File: src/rtl/keypad_matrix_driver_if.sv
// Keypad matrix pin and key-vector bundle.
// The master side (the driver) strobes the columns, reads the rows and
// produces the debounced key vector. The slave side is the keypad pins and
// the scan block that consumes the vector.
interface keypad_matrix_driver_if;
  logic [3:0]  row_in;      // matrix row lines, 1 = key in active column pressed
  logic [2:0]  col_out;     // one-hot column strobe, active-high
  logic [11:0] keypad_out;  // debounced one-hot key vector, bit = row*3 + col
  logic        frame_done;  // one-cycle pulse on the last cycle of each frame

  modport master (
    input  row_in,
    output col_out,
    output keypad_out,
    output frame_done
  );

  modport slave (
    output row_in,
    input  col_out,
    input  keypad_out,
    input  frame_done
  );
endinterface

File: src/rtl/keypad_matrix_driver.sv
// Keypad matrix driver for a 4-row x 3-column keypad.
// Strobes one column at a time, samples the synchronised rows at the end of
// each column dwell, assembles a 12-bit frame and debounces it over several
// complete frames. Only a frame with exactly one key set is reported; empty
// or multi-key frames report zero, which also suppresses ghost keys.
module keypad_matrix_driver #(
  parameter int CLK_PER_COL    = 250,  // dwell per column in clocks, >= 4
  parameter int DEBOUNCE_SCANS = 3     // identical frames needed, >= 1
) (
  input  logic                  clk,
  input  logic                  rst,
  keypad_matrix_driver_if.master kp
);

  localparam int DW = (CLK_PER_COL > 1) ? $clog2(CLK_PER_COL) : 1;
  localparam int SW = $clog2(DEBOUNCE_SCANS + 1);
  localparam logic [DW-1:0] DWELL_LAST = DW'(CLK_PER_COL - 1);
  localparam logic [SW-1:0] STABLE_MAX = SW'(DEBOUNCE_SCANS);

  typedef enum logic [1:0] {
    COL0 = 2'd0,
    COL1 = 2'd1,
    COL2 = 2'd2
  } col_state_t;

  // Synchroniser
  logic [3:0]    r_row_meta;
  logic [3:0]    r_row_s;

  // Column sequencing
  logic [DW-1:0] r_dwell;
  logic          w_last_dwell;
  col_state_t    r_state;
  col_state_t    w_state_next;
  logic [2:0]    r_col_out;
  logic [2:0]    w_col_next;
  logic          w_frame_end;

  // Frame assembly and debounce
  logic [11:0]   r_frame;
  logic [11:0]   w_frame_merged;
  logic [11:0]   r_prev;
  logic          w_same;
  logic          w_single;
  logic [11:0]   w_filtered;
  logic [SW-1:0] r_stable;
  logic [SW-1:0] w_stable_next;
  logic          w_load;
  logic [11:0]   r_keypad;

  // Two-flop synchroniser for the asynchronous row lines
  always_ff @(posedge clk) begin
    if (rst) begin
      r_row_meta <= '0;
      r_row_s    <= '0;
    end else begin
      r_row_meta <= kp.row_in;
      r_row_s    <= r_row_meta;
    end
  end

  assign w_last_dwell = (r_dwell == DWELL_LAST);

  // Dwell counter: 0 .. CLK_PER_COL-1, restarting with every column
  always_ff @(posedge clk) begin
    if (rst) begin
      r_dwell <= '0;
    end else if (w_last_dwell) begin
      r_dwell <= '0;
    end else begin
      r_dwell <= r_dwell + 1'b1;
    end
  end

  // Column sequencer state and registered one-hot strobe
  always_ff @(posedge clk) begin
    if (rst) begin
      r_state   <= COL0;
      r_col_out <= 3'b001;
    end else begin
      r_state   <= w_state_next;
      r_col_out <= w_col_next;
    end
  end

  // Column sequencer next state; the frame ends on the last dwell of column 2
  always_comb begin
    w_state_next = r_state;
    w_col_next   = r_col_out;
    w_frame_end  = 1'b0;
    case (r_state)
      COL0: begin
        if (w_last_dwell) begin
          w_state_next = COL1;
          w_col_next   = 3'b010;
        end
      end
      COL1: begin
        if (w_last_dwell) begin
          w_state_next = COL2;
          w_col_next   = 3'b100;
        end
      end
      COL2: begin
        w_frame_end = w_last_dwell;
        if (w_last_dwell) begin
          w_state_next = COL0;
          w_col_next   = 3'b001;
        end
      end
      default: begin
        w_state_next = COL0;
        w_col_next   = 3'b001;
      end
    endcase
  end

  // Frame with the active column's bits replaced by the current row sample.
  // Bit gi belongs to row gi/3 and column gi%3.
  generate
    for (genvar gi = 0; gi < 12; gi++) begin : g_frame_bit
      assign w_frame_merged[gi] = r_col_out[gi % 3] ? r_row_s[gi / 3] : r_frame[gi];
    end
  endgenerate

  // Frame register: capture a column at the end of its dwell, clear after the frame
  always_ff @(posedge clk) begin
    if (rst) begin
      r_frame <= '0;
    end else if (w_frame_end) begin
      r_frame <= '0;
    end else if (w_last_dwell) begin
      r_frame <= w_frame_merged;
    end
  end

  assign w_same     = (w_frame_merged == r_prev);
  // Exactly one bit set: non-zero and clearing the lowest set bit leaves zero
  assign w_single   = (w_frame_merged != 12'h000) &&
                      ((w_frame_merged & (w_frame_merged - 12'h001)) == 12'h000);
  assign w_filtered = w_single ? w_frame_merged : 12'h000;

  // Debounce count update and output-load decision at each frame end
  always_comb begin
    w_stable_next = r_stable;
    w_load        = 1'b0;
    if (w_frame_end) begin
      if (!w_same) begin
        w_stable_next = SW'(1);
      end else if (r_stable < STABLE_MAX) begin
        w_stable_next = r_stable + 1'b1;
      end
      // Load only when the count reaches saturation on this frame; a frame that
      // merely repeats an already-saturated pattern leaves the output alone.
      w_load = (w_stable_next == STABLE_MAX) && !(w_same && (r_stable == STABLE_MAX));
    end
  end

  // Debounce state and key vector output; idle after reset counts as stable
  always_ff @(posedge clk) begin
    if (rst) begin
      r_stable <= STABLE_MAX;
      r_prev   <= '0;
      r_keypad <= '0;
    end else begin
      r_stable <= w_stable_next;
      if (w_frame_end) begin
        r_prev <= w_frame_merged;
      end
      if (w_load) begin
        r_keypad <= w_filtered;
      end
    end
  end

  assign kp.col_out    = r_col_out;
  assign kp.keypad_out = r_keypad;
  assign kp.frame_done = w_frame_end;

endmodule

File: src/flat_wrapper.sv
// flat-port wrapper written by rule: the top's interface ports become plain ports
module keypad_matrix_driver_flat 
#(
  parameter int CLK_PER_COL    = 250,                                     
  parameter int DEBOUNCE_SCANS = 3                                     
)
  (clk, rst, kp_row_in, kp_col_out, kp_keypad_out, kp_frame_done);
  keypad_matrix_driver_if kp_i ();
  input  logic clk;
  input  logic rst;
  input wire logic [$bits(kp_i.row_in)-1:0] kp_row_in;
  output wire logic [$bits(kp_i.col_out)-1:0] kp_col_out;
  output wire logic [$bits(kp_i.keypad_out)-1:0] kp_keypad_out;
  output wire logic [$bits(kp_i.frame_done)-1:0] kp_frame_done;
  assign kp_i.row_in = kp_row_in;
  assign kp_col_out = kp_i.col_out;
  assign kp_keypad_out = kp_i.keypad_out;
  assign kp_frame_done = kp_i.frame_done;
  keypad_matrix_driver #(.CLK_PER_COL(CLK_PER_COL), .DEBOUNCE_SCANS(DEBOUNCE_SCANS)) u_core (.clk(clk), .rst(rst), .kp(kp_i));
endmodule
File: config.mk
export PLATFORM = sky130hd
export DESIGN_NAME = keypad_matrix_driver_flat
export DESIGN_NICKNAME = d
export VERILOG_FILES = /design/src/rtl/keypad_matrix_driver_if.sv /design/src/rtl/keypad_matrix_driver.sv /design/src/flat_wrapper.sv
export SDC_FILE = /design/constraint.sdc
export NUM_CORES = 1
export LEC_CHECK = 0
export CAP_MARGIN = 10
export CORE_MARGIN = 4
export CORE_UTILIZATION = 45
export DETAILED_ROUTE_END_ITERATION = 10
export GPL_TIMING_DRIVEN = 1
export PLACE_DENSITY = 0.66
export SYNTH_ARGS = -nofsm -noshare
export SYNTH_HDL_FRONTEND = slang
export SYNTH_SLANG_ARGS = --single-unit
File: constraint.sdc
create_clock -name clk -period 2.85 [get_ports clk]
set_clock_uncertainty 0.15 [all_clocks]
set_input_delay 0.57 -clock clk [delete_from_list [all_inputs] [get_ports clk]]
set_output_delay 0.57 -clock clk [all_outputs]
set_load 0.01 [all_outputs]
==> impl_results.md, run 1 <==
* Met2 WL at roughly 2300 um
* Setup Total Neg Slack at 0 ns
* # IOs at 22
* Clk pin slew, worst setup/hold paths at 0.06 ns
* Detail Route Antenna Nets at 0
* Final nets at 320
* Part of the Yosys area used for sequential elements at 43.2%
* Metal1 wirelength at around 2800 um
* Critical path fanouts, max at 4
* Initial antenna violation count at 0
* Core Box Area at between 5000 and 6000 um^2
* Post-synth EDFFs at 0
* Ys flop type: dfxtp_1
* DRT Pass-1 Iters at 4
* Post-route DRC at 0
* Commonest non-fill, non-tap cell in the layout: dfxtp_1
* Setup Crit Path Kind: reg2out
* Hold_buf cts at 0
* Full die area at roughly 7200 um^2
* Overall power at between 1500 and 2000 uW
* Synth Instances at ~280
* Root buf cell: clkbuf_8
* Slew Limit Fails at 0
* Synth warn at 0
* Antenna cells at 0
* H-tree depth at 3
* Buffers inserted by post-CTS timing repair at 0
* Comb power frac at 4.6%
* Slew @ Worst Pin at 0.528 ns
* Sequential Power Share at around half
* CP Depth at 5
* P_sw at roughly 350 uW
* Clock sinks at between 50 and 60
* Syn Std Cell Area at 2640 um^2
* WP buf/inv at 1
* Max_slew headroom at between 60% and 70%
* Worst setup SP type: flop
* Max Root-Sink Buffers at 2
* Die X at between 80 and 90 um
* Clk network pwr share at around 45%
* Vias in the first global route at a little over 2000
* Area of the multi-input gates at 1390 um^2
* Internal at roughly 1300 uW
* First-pass GRT wire length at between 9000 and 10000 um
* FFs w/ async S/R, synth at 0%
* RSZ-0062 raised after global routing: true
* Initial core utilization at 47.1%
* Row cnt at 27
* Hold Path Class: reg2reg
* CP Cell Sequence: ha_1, nor2b_2, nand3_2, nor3_4, clkdlybuf4s50_1
* Gpl congestion at slightly below 0.8
* Worst endpoint required time at 2.13 ns
* TritonCTS clock tree: yes
* WL/cell at 14.3 um
* Post-Route Utilization at about 57%
* Port bufs at 21
* Fill cells at approximately 530
* Final min period at 2.71 ns
* Starting DRT DRC Count at 90
* Syn avg cell area at 9.47 um^2
* Crit path max-delay family: buffers and inverters
* Clk_lat worst skew at around 0.33 ns
* Max Used Layer: met4
* Detail Placement HPWL at 3850 um
* Largest net degree at the start of global routing at around 40
* Final setup violation count at 0
* Synthesized Nets at ~290
* CP peak stage delay at between 0.5 and 0.6 ns
* R2R depth at 7
* P&R area growth vs syn at 21.5%
* Hold Violations, Final at 0
* Status: finished, final reports clean
* Crit. End Element: primary output
* Flops & latches, synth at 57
* Fin crit share at approximately 95%
* Slowest CP cell: clkdlybuf4s50_1
* Total congestion overflow at 0
* WHS Path Cells at 1
* Worst vdd ir at around 0.33 mV
* P_leak at roughly 0.0011 uW
* Routed WL at about 5500 um
* Switching part of the total at 21.2%
* Die height at roughly 85 um
* Total Routing Usage GR at 17.0%
* Crit path arrival time at roughly 2.0 ns
* Vias per std cell at approximately 5.4
* Max_cap viols at 0
* Highest clock rate at around 370 MHz
* P per Cell Area at just over 500 nW/um^2
* Cts bufs inserted at 9
* Layout cells sized above 1 at approximately 18%
* Netlist cell types at 41
* Storage cell area at 1140 um^2
* Vias at ~2100
* Met3 wire length at roughly 240 um
* Most frequent cells in the layout: 56 x dfxtp_1, 32 x nor2_1, 21 x clkdlybuf4s50_1
## worst reg2reg max path, stage by stage, from the launching register on
cell and delay [ns]:
dfxtp_1 0.43, or2_1 0.34, a21boi_2 0.19, nand4_1 0.22
o21ai_0 0.23, o31ai_1 0.10, or4_4 0.67, o31ai_1 0.23
## sequential cells by signal, indices dropped and copies added, names as in the netlist
register / flops
u_core.r_frame: 12
u_core.r_state: 1
u_core.r_row_s: 4
u_core.r_dwell: 8
u_core.kp.col_out: 2
u_core.kp.keypad_out: 12
u_core.r_stable: 2
u_core.r_prev: 12
u_core.r_row_meta: 4
## through the flow
stage               setup WS (ns)  hold WS (ns)  instance area [um^2]  std cells
floorplan                   0.245         0.264                  2640        279
global placement            0.268         0.267                  3000        373
detailed placement          0.213         0.275                  3000        373
CTS                        0.0192         0.291                  3200        388
global route              -0.0201         0.312                  3210        388
finish                      0.144         0.289                  3210        388
## repair_timing
| item | 4_1_cts | 5_1_grt |
|---|---|---|
| hold endpoints to repair | 0 | 0 |
| setup endpoints to repair | 1 | 12 |
| gates resized for setup | 1 | 3 |
## final timing paths
kind	slack, ns	to	startpoint
min reg2reg	0.29	u_core.r_row_s[3]	u_core.r_row_meta[3]
max reg2reg	0.21	u_core.kp.keypad_out[1]	u_core.kp.col_out[0]
min	0.29	u_core.r_row_s[3]	u_core.r_row_meta[3]
max	0.14	kp_frame_done	u_core.r_dwell[0]
## kinds of logic after synthesis
logic type / count (synthesis) / synth area share (%)
simple gates: 104 / 20.7
xor+xnor: 18 / 5.97
buf+inv: 25 / 5.02
flops: 57 / 43.2
compound gates: 58 / 17.6
mux: 14 / 6.20
fa+ha+maj: 3 / 1.33
## power groups by stage
stage | Combinational [uW] | Clock (uW) | Sequential [uW]
2_1_floorplan | 50.7 | 0 | 829
3_5_place_dp | 74.4 | 0 | 831
4_1_cts | 74.7 | 763 | 814
5_1_grt | 83.7 | 795 | 814
3_3_place_gp | 73.4 | 0 | 831
6_report | 75.8 | 740 | 814
## layout make-up
class                   instances  share of cell area, %
multi-input cells             197                   43.2
inverters                       6                  0.701
clock inverters                 3                   1.25
well taps                      72                   2.81
flip-flops and latches         57                   35.6
repair buffers                 41                   11.6
clock buffers                  12                   4.83
## cell usage after synthesis, types with 6 or more instances
master | count | area (um^2)
a211oi_1 | 20 | 150
a21oi_1 | 11 | 55.1
clkbuf_1 | 12 | 45.0
dfxtp_1 | 57 | 1140
inv_1 | 6 | 22.5
mux2i_1 | 10 | 100
nand2_1 | 10 | 37.5
nand3_1 | 11 | 55.1
nand3b_1 | 14 | 105
nor2_1 | 32 | 120
nor2b_1 | 12 | 75.1
nor3_1 | 8 | 40.0
o31ai_2 | 9 | 113
xnor2_1 | 16 | 140
## metal layers
layer	global-route usage (%)	vias to the layer above
met4	8.20	0
li1	-	1062
met5	0	-
met2	25.5	43
met3	4.71	12
met1	22.4	965
Note: power is estimated with default switching activity, not from simulation.
==> inputs of run 2 (changes only) <==
- CORE_ASPECT_RATIO: default -> 0.75
- CORE_UTILIZATION: 45 -> 55
- PLACE_DENSITY: 0.66 -> 0.78
==> impl_results.md, run 2 (synthesized netlist as in run 1, its figures left out) <==
* Total congestion overflow at 0
* Final min period at about 2.7 ns
* Slew @ Worst Pin at 0.379 ns
* CP Cell Sequence: ha_1, nor2b_2, nand3_2, nor3_4, clkdlybuf4s50_1
* Worst endpoint required time at between 2 and 2.5 ns
* R2r endpoint: u_core.kp.keypad_out[10]
* Root buf cell: clkbuf_8
* Hold Path Class: reg2reg
* Critical path fanouts, max at 4
* Die X at about 88 um
* Status: finished, final reports clean
* WHS Path Cells at 1
* Detail Placement HPWL at ~4000 um
* Clk pin slew, worst setup/hold paths at around 0.060 ns
* Min-delay src: u_core.r_row_meta[1]
* Gpl congestion at roughly 0.96
* Port bufs at 21
* Vias at 2098
* Reg2Reg Launch Point: u_core.kp.col_out[0]
* Layout cells sized above 1 at between 10% and 20%
* Worst setup SP type: flop
* Hold Crit Endpoint: u_core.r_row_s[1]
* Max_cap viols at 0
* H-tree depth at 3
* Row cnt at 21
* Max_slew headroom at approximately 75%
* Worst R2R Setup Slack at roughly 0.23 ns
* Most frequent cells in the layout: 54 x dfxtp_1, 32 x nor2_1, 21 x clkdlybuf4s50_1
* Routed WL at around 5700 um
* Final setup violation count at 0
* Layout Cells excl Fill at ~370
* Hold_buf cts at 0
* Placed insts at 357
* Max Root-Sink Buffers at 2
* Crit path max-delay family: buffers and inverters
* Initial antenna violation count at 0
* Overall power at between 1500 and 2000 uW
* # IOs at 22
* R2R depth at 7
* Vias in the first global route at roughly 1900
* Starting DRT DRC Count at 239
* Clock sinks at 57
* Crit. End Element: primary output
* P&R area growth vs syn at 19.3%
* Setup Crit Path Kind: reg2out
* First-pass GRT wire length at approximately 9300 um
* Largest net degree at the start of global routing at between 40 and 50
* Design area at 3150 um^2
* Fin crit share at between 90% and 100%
* P per Cell Area at about 480 nW/um^2
* Clk_lat worst skew at ~0.33 ns
* Highest clock rate at 374 MHz
* Worst vdd ir at about 0.44 mV
* Total Routing Usage GR at between 20% and 30%
* Die height at ~68 um
* RSZ-0062 raised after global routing: false
* Final nets at about 320
* Initial core utilization at between 50% and 60%
* WL/cell at about 15 um
* Full die area at between 5000 and 6000 um^2
* P_leak at approximately 0.0011 uW
* Post_cts resized at 0
* Vias per std cell at around 5.6
* Hold Violations, Final at 0
* Dpl cell area at about 3000 um^2
* Crit path arrival time at between 1.5 and 2 ns
* Slew Limit Fails at 0
* Setup Total Neg Slack at 0 ns
* Slowest CP cell: clkdlybuf4s50_1
* Antenna cells at 0
* Fill cells at between 300 and 400
* Post-route DRC at 0
* Buffers inserted by post-CTS timing repair at 0
* Cts bufs inserted at 9
* Commonest non-fill, non-tap cell in the layout: dfxtp_1
* TritonCTS clock tree: yes
* DRT Pass-1 Iters at 5
* CP Depth at 5
* WP buf/inv at 1
* Core Box Area at ~4500 um^2
* Detail Route Antenna Nets at 0
* CP peak stage delay at between 0.5 and 0.6 ns
## run 2: changes by cell type in the layout (fill, tap and decap cells not counted), sizes merged
cell / before / now
clkbuf: 12 / 11
bufinv: 1 / 0
clkinv: 2 / 4
buf: 20 / 19
## run 2: power breakdown
| part | switching [uW] | total (uW) | internal, uW |
|---|---|---|---|
| clock network | 289 | 616 | 327 |
| logic | 39.4 | 70.5 | 31.1 |
| registers | 9.33 | 815 | 806 |
| total | 337 | 1500 | 1160 |
## run 2: stage by stage
step                      hold slack, ns  setup slack, ns  util, %
after floorplan                    0.264            0.245        -
final                              0.288            0.173     69.4
after global routing               0.307           0.0393     69.4
after detailed placement           0.276            0.105     65.4
after global placement             0.269            0.256     65.4
after CTS                          0.292           0.0169     69.0
## run 2: layer usage
layer  GRT usage (%)  routed length (um)  vias to the layer above
met5               0                   0                        -
li1                -                   -                     1062
met2            30.5                2450                       64
met4            7.36                 132                        0
met1            28.3                2710                      962
met3            8.90                 453                       10
## run 2: area by class of cell
class,count,area (um^2),share of cell area [%]
clock inverter,4,20.0,0.635
multi-input combinational,197,1390,44.0
tap,57,71.3,2.26
timing repair buffer,40,365,11.6
inverter,6,22.5,0.714
sequential,57,1140,36.3
clock buffer,11,141,4.48
## run 2: how the worst max path moves through the flow
| stage | from | to | slack [ns] |
|---|---|---|---|
| after floorplan | u_core.r_state[1] | u_core.kp.keypad_out[3] | 0.24 |
| after global placement | u_core.kp.col_out[0] | u_core.kp.keypad_out[1] | 0.26 |
| after detailed placement | u_core.kp.col_out[1] | u_core.kp.keypad_out[10] | 0.10 |
| after CTS | u_core.r_dwell[0] | kp_frame_done | 0.02 |
| after global routing | u_core.r_dwell[0] | kp_frame_done | 0.04 |
| final | u_core.r_dwell[0] | kp_frame_done | 0.17 |
